[src/rtl/color_proc_sched.sv]
// Frame scheduler for the color filter datapath: one processing pass per captured frame,
// ping-pong processed banks, filter selection latched only at frame start.
module color_proc_sched #(
  parameter int C_IMG_PXLS    = 76800,
  parameter int C_NB_IMG_PXLS = 17,
  parameter int C_NB_FCNT     = 8
) (
  input  logic                     clk,
  input  logic                     rst,
  input  logic                     cam_frame_done,
  input  logic                     filt_next,
  output logic [C_NB_IMG_PXLS-1:0] orig_addr,
  output logic [C_NB_IMG_PXLS-1:0] proc_addr,
  output logic                     proc_we,
  output logic                     proc_bank,
  output logic                     disp_bank,
  output logic [2:0]               filt_sel,
  output logic                     proc_busy,
  output logic [C_NB_FCNT-1:0]     frame_cnt,
  output logic                     overrun
);

  typedef enum logic [1:0] {IDLE, RUN, FLUSH, SWAP} state_t;

  localparam logic [C_NB_IMG_PXLS-1:0] LAST_ADDR = C_NB_IMG_PXLS'(C_IMG_PXLS - 1);

  state_t     state, state_nxt;
  logic       pend_frame;
  logic [2:0] pend_filt;
  logic       filt_s1, filt_s2, filt_s3;
  logic       filt_edge;
  logic       start;
  logic       last_pxl;

  assign filt_edge = filt_s2 & ~filt_s3;
  assign start     = (state == IDLE) && (cam_frame_done || pend_frame);
  assign last_pxl  = (orig_addr == LAST_ADDR);
  assign proc_busy = (state != IDLE);

  function automatic logic [2:0] next_filt(input logic [2:0] f);
    case (f)
      3'b000:  next_filt = 3'b100;
      3'b100:  next_filt = 3'b010;
      3'b010:  next_filt = 3'b001;
      3'b001:  next_filt = 3'b110;
      3'b110:  next_filt = 3'b101;
      3'b101:  next_filt = 3'b011;
      3'b011:  next_filt = 3'b111;
      default: next_filt = 3'b000;
    endcase
  endfunction

  always_ff @(posedge clk or posedge rst) begin
    if (rst) state <= IDLE;
    else     state <= state_nxt;
  end

  always_comb begin
    state_nxt = state;
    case (state)
      IDLE:    if (start) state_nxt = RUN;
      RUN:     if (last_pxl) state_nxt = FLUSH;
      FLUSH:   state_nxt = SWAP;
      SWAP:    state_nxt = IDLE;
      default: state_nxt = IDLE;
    endcase
  end

  // Read side counter doubles as orig_addr; it parks on the last pixel after RUN.
  always_ff @(posedge clk or posedge rst) begin
    if (rst) begin
      orig_addr <= '0;
      filt_sel  <= 3'b000;
    end else if (start) begin
      orig_addr <= '0;
      filt_sel  <= pend_filt;
    end else if (state == RUN && !last_pxl) begin
      orig_addr <= orig_addr + C_NB_IMG_PXLS'(1);
    end
  end

  // Write side trails the read by the one-cycle memory latency.
  always_ff @(posedge clk or posedge rst) begin
    if (rst) begin
      proc_we   <= 1'b0;
      proc_addr <= '0;
    end else begin
      proc_we <= (state == RUN);
      if (state == RUN) proc_addr <= orig_addr;
    end
  end

  always_ff @(posedge clk or posedge rst) begin
    if (rst) begin
      proc_bank <= 1'b0;
      disp_bank <= 1'b1;
      frame_cnt <= '0;
    end else if (state == SWAP) begin
      proc_bank <= ~proc_bank;
      disp_bank <= proc_bank;
      frame_cnt <= frame_cnt + C_NB_FCNT'(1);
    end
  end

  // One frame may queue behind the active pass; a second one is dropped and flagged.
  always_ff @(posedge clk or posedge rst) begin
    if (rst) begin
      pend_frame <= 1'b0;
      overrun    <= 1'b0;
    end else begin
      overrun <= 1'b0;
      if (state == IDLE) begin
        if (start) pend_frame <= pend_frame & cam_frame_done;
      end else if (cam_frame_done) begin
        if (!pend_frame) pend_frame <= 1'b1;
        else             overrun    <= 1'b1;
      end
    end
  end

  always_ff @(posedge clk or posedge rst) begin
    if (rst) begin
      filt_s1   <= 1'b0;
      filt_s2   <= 1'b0;
      filt_s3   <= 1'b0;
      pend_filt <= 3'b000;
    end else begin
      filt_s1 <= filt_next;
      filt_s2 <= filt_s1;
      filt_s3 <= filt_s2;
      if (filt_edge) pend_filt <= next_filt(pend_filt);
    end
  end

endmodule
[config.mk]
export PLATFORM = sky130hd
export DESIGN_NAME = color_proc_sched
export DESIGN_NICKNAME = d
export VERILOG_FILES = /design/src/rtl/color_proc_sched.sv
export SDC_FILE = /design/constraint.sdc
export NUM_CORES = 1
export LEC_CHECK = 0
export BUFFER_PORTS_ARGS = -buffer_cell sky130_fd_sc_hd__buf_2
export CELL_PAD_IN_SITES_DETAIL_PLACEMENT = 0
export CELL_PAD_IN_SITES_GLOBAL_PLACEMENT = 2
export CORE_UTILIZATION = 32
export CTS_CLUSTER_SIZE = 8
export DETAILED_ROUTE_END_ITERATION = 12
export PLACE_DENSITY_LB_ADDON = 0.1
export SLEW_MARGIN = 10
export SYNTH_ARGS = -nofsm -noshare
export SYNTH_HDL_FRONTEND = slang
export SYNTH_SLANG_ARGS = --single-unit
[constraint.sdc]
create_clock -name clk -period 1.8 [get_ports clk]
set_clock_uncertainty 0.1 [all_clocks]
set_input_delay 0.09 -clock clk [delete_from_list [all_inputs] [get_ports clk]]
set_output_delay 0.09 -clock clk [all_outputs]
set_load 0.02 [all_outputs]
==> metrics.csv <==
stage;metric;value;unit
pwr;p_leak;1.73;nW
synth;synth_edf_count;0;
cts;tritoncts;yes;
synth;synthArstFlopShare;100;%
sta;finalCritPeriodShare;102;%
global_routing;grt_max_degree;44;
sta;slew_viol_final;0;
synth;ys_seq_area_share;57.2;%
drt;first_iter_violations;52;
cts;numCtsBuffers;9;
cts;root_buffer;clkbuf_8;
drt;met3_length;193;um
cts;clock_path_buffers;2;
synth;syn_avg_cell_area;12.0;um^2
sta;fin_setup_tns;-39.7;ps
critical_path;crit_path_end_kind;flop;
critical_path;reg2reg_from;orig_addr[0];
cts;cts_htree_levels;3;
floorplanning;dieArea;8300;um^2
sta;fmax;0.544;GHz
synth;synth_flop_cell;dfrtp_1;
synth;synth_most_common_cell;dfrtp_1;
pwr;clock_power_share;23.2;%
drt;ant_nets;0;
drt;vias;1946;
sta;worst_pin_slew;428;ps
synth;yosys_warnings;0;
floorplanning;num_rows;32;
cells_and_area;drive_above_1_share;43.5;%
critical_path;r2r_end;state[1];
run;drv_cap;0;
sta;finalSetupViolCount;1;
sta;slew_headroom;71.5;%
synth;synth-seq-cells;58;
global_routing;grtUsageTotal;15.2;%
sta;rsz0062_at_grt;true;
synth;synth_top_area_cell;dfrtp_1;
global_routing;gr-total-overflow;0;
drt;routed.top_layer;met4;
critical_path;rrSetupSlack;-40;ps
synth;synth_top_cells_by_count;57 x dfrtp_1, 19 x mux2_2, 18 x nor2_1;
pwr;total_power;0.00457;W
floorplanning;fp.dieW;91.1;um
floorplanning;io_pins;54;
critical_path;critPathKind;flop to flop;
critical_path;worstSetupStartpointType;flop;
synth;synth_area;2540;um^2
drt;wl_per_cell;13.7;um
cells_and_area;diodes;0;
pwr;combPwrFrac;37.0;%
drt;wl_met1;2.64;mm
cts;clk_latency;330;ps
status;outcome;finished, violations left;
drt;met2_length;2.70;mm
sta;hold_viol_final;0;
synth;synthCells;212;
critical_path;cp_max_fo;4;
status;failed_checks;negative setup slack;
hold_path;hold_path.class;input port to asynchronous set/reset pin;
critical_path;worstPathRequired;1920;ps
floorplanning;die_y;91.1;um
cells_and_area;area_growth;35.2;%
cells_and_area;stdcell_count;412;
placed_design;post-place-cells;391;
synth;synth_top_area_share;56.1;%
pwr;p_per_area;1330;nW/um^2
critical_path;arrival;1960;ps
pwr;sw_frac_of_total;36.8;%
floorplanning;core_area;7690;um^2
placed_design;io_buffers;53;
pwr;p_int;0.00289;W
floorplanning;start_util;33.1;%
drt;wl;5.62;mm
sta;min_period;1840;ps
pwr;p_switching;0.00168;W
cts;clk_pin_slew;60;ps
critical_path;reg2reg_depth;6;
placed_design;place_congestion;0.785;
global_routing;antenna_found_initial;0;
placed_design;dp_hpwl;4.06;mm
cts;numClockSinks;58;
drt;drc;0;
global_routing;grt_pass1_wl;9.62;mm
drt;vias_per_cell;4.72;
synth;synth_top_cells_by_area;dfrtp_1 56%, mux2_2 8.4%, xor2_1 3.8%;
pwr;peakVddDrop;726;uV
global_routing;grt_pass1_vias;1949;
drt;first_pass_iters;6;
pwr;pwr-share-seq;39.8;%
synth;yosysUniqueCellTypes;36;
cells_and_area;finish.net_count;317;
critical_path;cp-startpoint;orig_addr[0];
synth;syn_nets;223;
sta;holdWs;175;ps
sta;worst_slack;-39.7;ps
through the flow:
step	setup slack [ps]	cell area (um^2)	util, %
5_1_grt	-166	3430	44.7
6_report	-39.7	3430	44.7
3_5_place_dp	-39.1	3170	41.3
2_1_floorplan	-120	2570	-
3_3_place_gp	32.3	3170	41.3
4_1_cts	-32.0	3410	44.4
cells by family (layout without fill, tap and decap cells):
kind of cell | count (synthesis) | after routing | synth area share (%)
simple gates | 65 | 65 | 14.5
xor+xnor | 17 | 17 | 5.86
buf+inv | 13 | 111 | 1.92
flops | 58 | 58 | 57.2
mux | 21 | 21 | 9.40
compound gates | 30 | 30 | 7.34
fa+ha+maj | 8 | 8 | 3.84
layout by cell type, fill, tap and decap left out, types with 2 or more instances in the layout:
| master | count |
|---|---|
| dfrtp_1 | 55 |
| buf_2 | 53 |
| buf_4 | 29 |
| mux2_2 | 19 |
| nor2_1 | 18 |
| nand2_1 | 14 |
| o21ai_0 | 11 |
| xor2_1 | 11 |
| clkbuf_8 | 11 |
| nand4_1 | 8 |
| nand3_1 | 8 |
| inv_1 | 7 |
| a21oi_1 | 7 |
| xnor2_1 | 6 |
| ha_1 | 5 |
| and3_1 | 3 |
| a31oi_1 | 3 |
| o211ai_1 | 3 |
| or3_1 | 3 |
| clkinv_2 | 3 |
| dlygate4sd3_1 | 3 |
| o21ai_2 | 2 |
| nand4_4 | 2 |
| inv_2 | 2 |
| ha_4 | 2 |
| dfrtp_2 | 2 |
power by group through the flow:
stage / clock, W / combinational, W / sequential (W)
2_1_floorplan: 0 / 0.000782 / 0.00207
3_3_place_gp: 0 / 0.00164 / 0.00184
3_5_place_dp: 0 / 0.00165 / 0.00183
4_1_cts: 0.00110 / 0.00170 / 0.00183
5_1_grt: 0.00116 / 0.00185 / 0.00187
6_report: 0.00106 / 0.00169 / 0.00182
worst max path at each step:
stage | to | slack, ps | cells past startpoint
3_5_place_dp | orig_addr[13] | -40 | 7
2_1_floorplan | state[1] | -120 | 6
6_report | state[1] | -40 | 6
3_3_place_gp | state[1] | 30 | 6
5_1_grt | orig_addr[13] | -170 | 7
4_1_cts | state[1] | -30 | 6
timing repair:
| action | in CTS | in global routing |
|---|---|---|
| endpoints found under the hold margin | 35 | 0 |
| resized for setup | 4 | 3 |
| setup endpoints to repair | 4 | 14 |
| hold buffers | 3 | 0 |
| gates cloned | 0 | 0 |
| setup buffers | 2 | 1 |
state kept, by name, summed over array words and instances, names as in the netlist, 2 cells and up:
register and flops:
pend_filt 3, state 2, frame_cnt 8, filt_sel 3, orig_addr 17, proc_addr 17
critical path: stages, from the launching register on:
cell	delay, ps
dfrtp_2	390
ha_4	150
nand4_4	100
or3_4	380
o21ai_4	200
o31ai_4	110
mux2_4	300
final cells by class:
type                       count  area (um^2)
clock buffer                  12          155
clock inverter                 3         15.0
fill                         776         4250
inverter                       9         33.8
multi-input combinational    141         1100
sequential                    58         1460
tap                          102          128
timing repair buffer          87          544
routing by layer:
layer | up-vias | GRT usage [%]
met2 | 39 | 24.4
met1 | 965 | 19.4
met3 | 9 | 3.52
met5 | - | 0
met4 | 0 | 6.75
li1 | 933 | -
(Power assumes the default switching activity.)
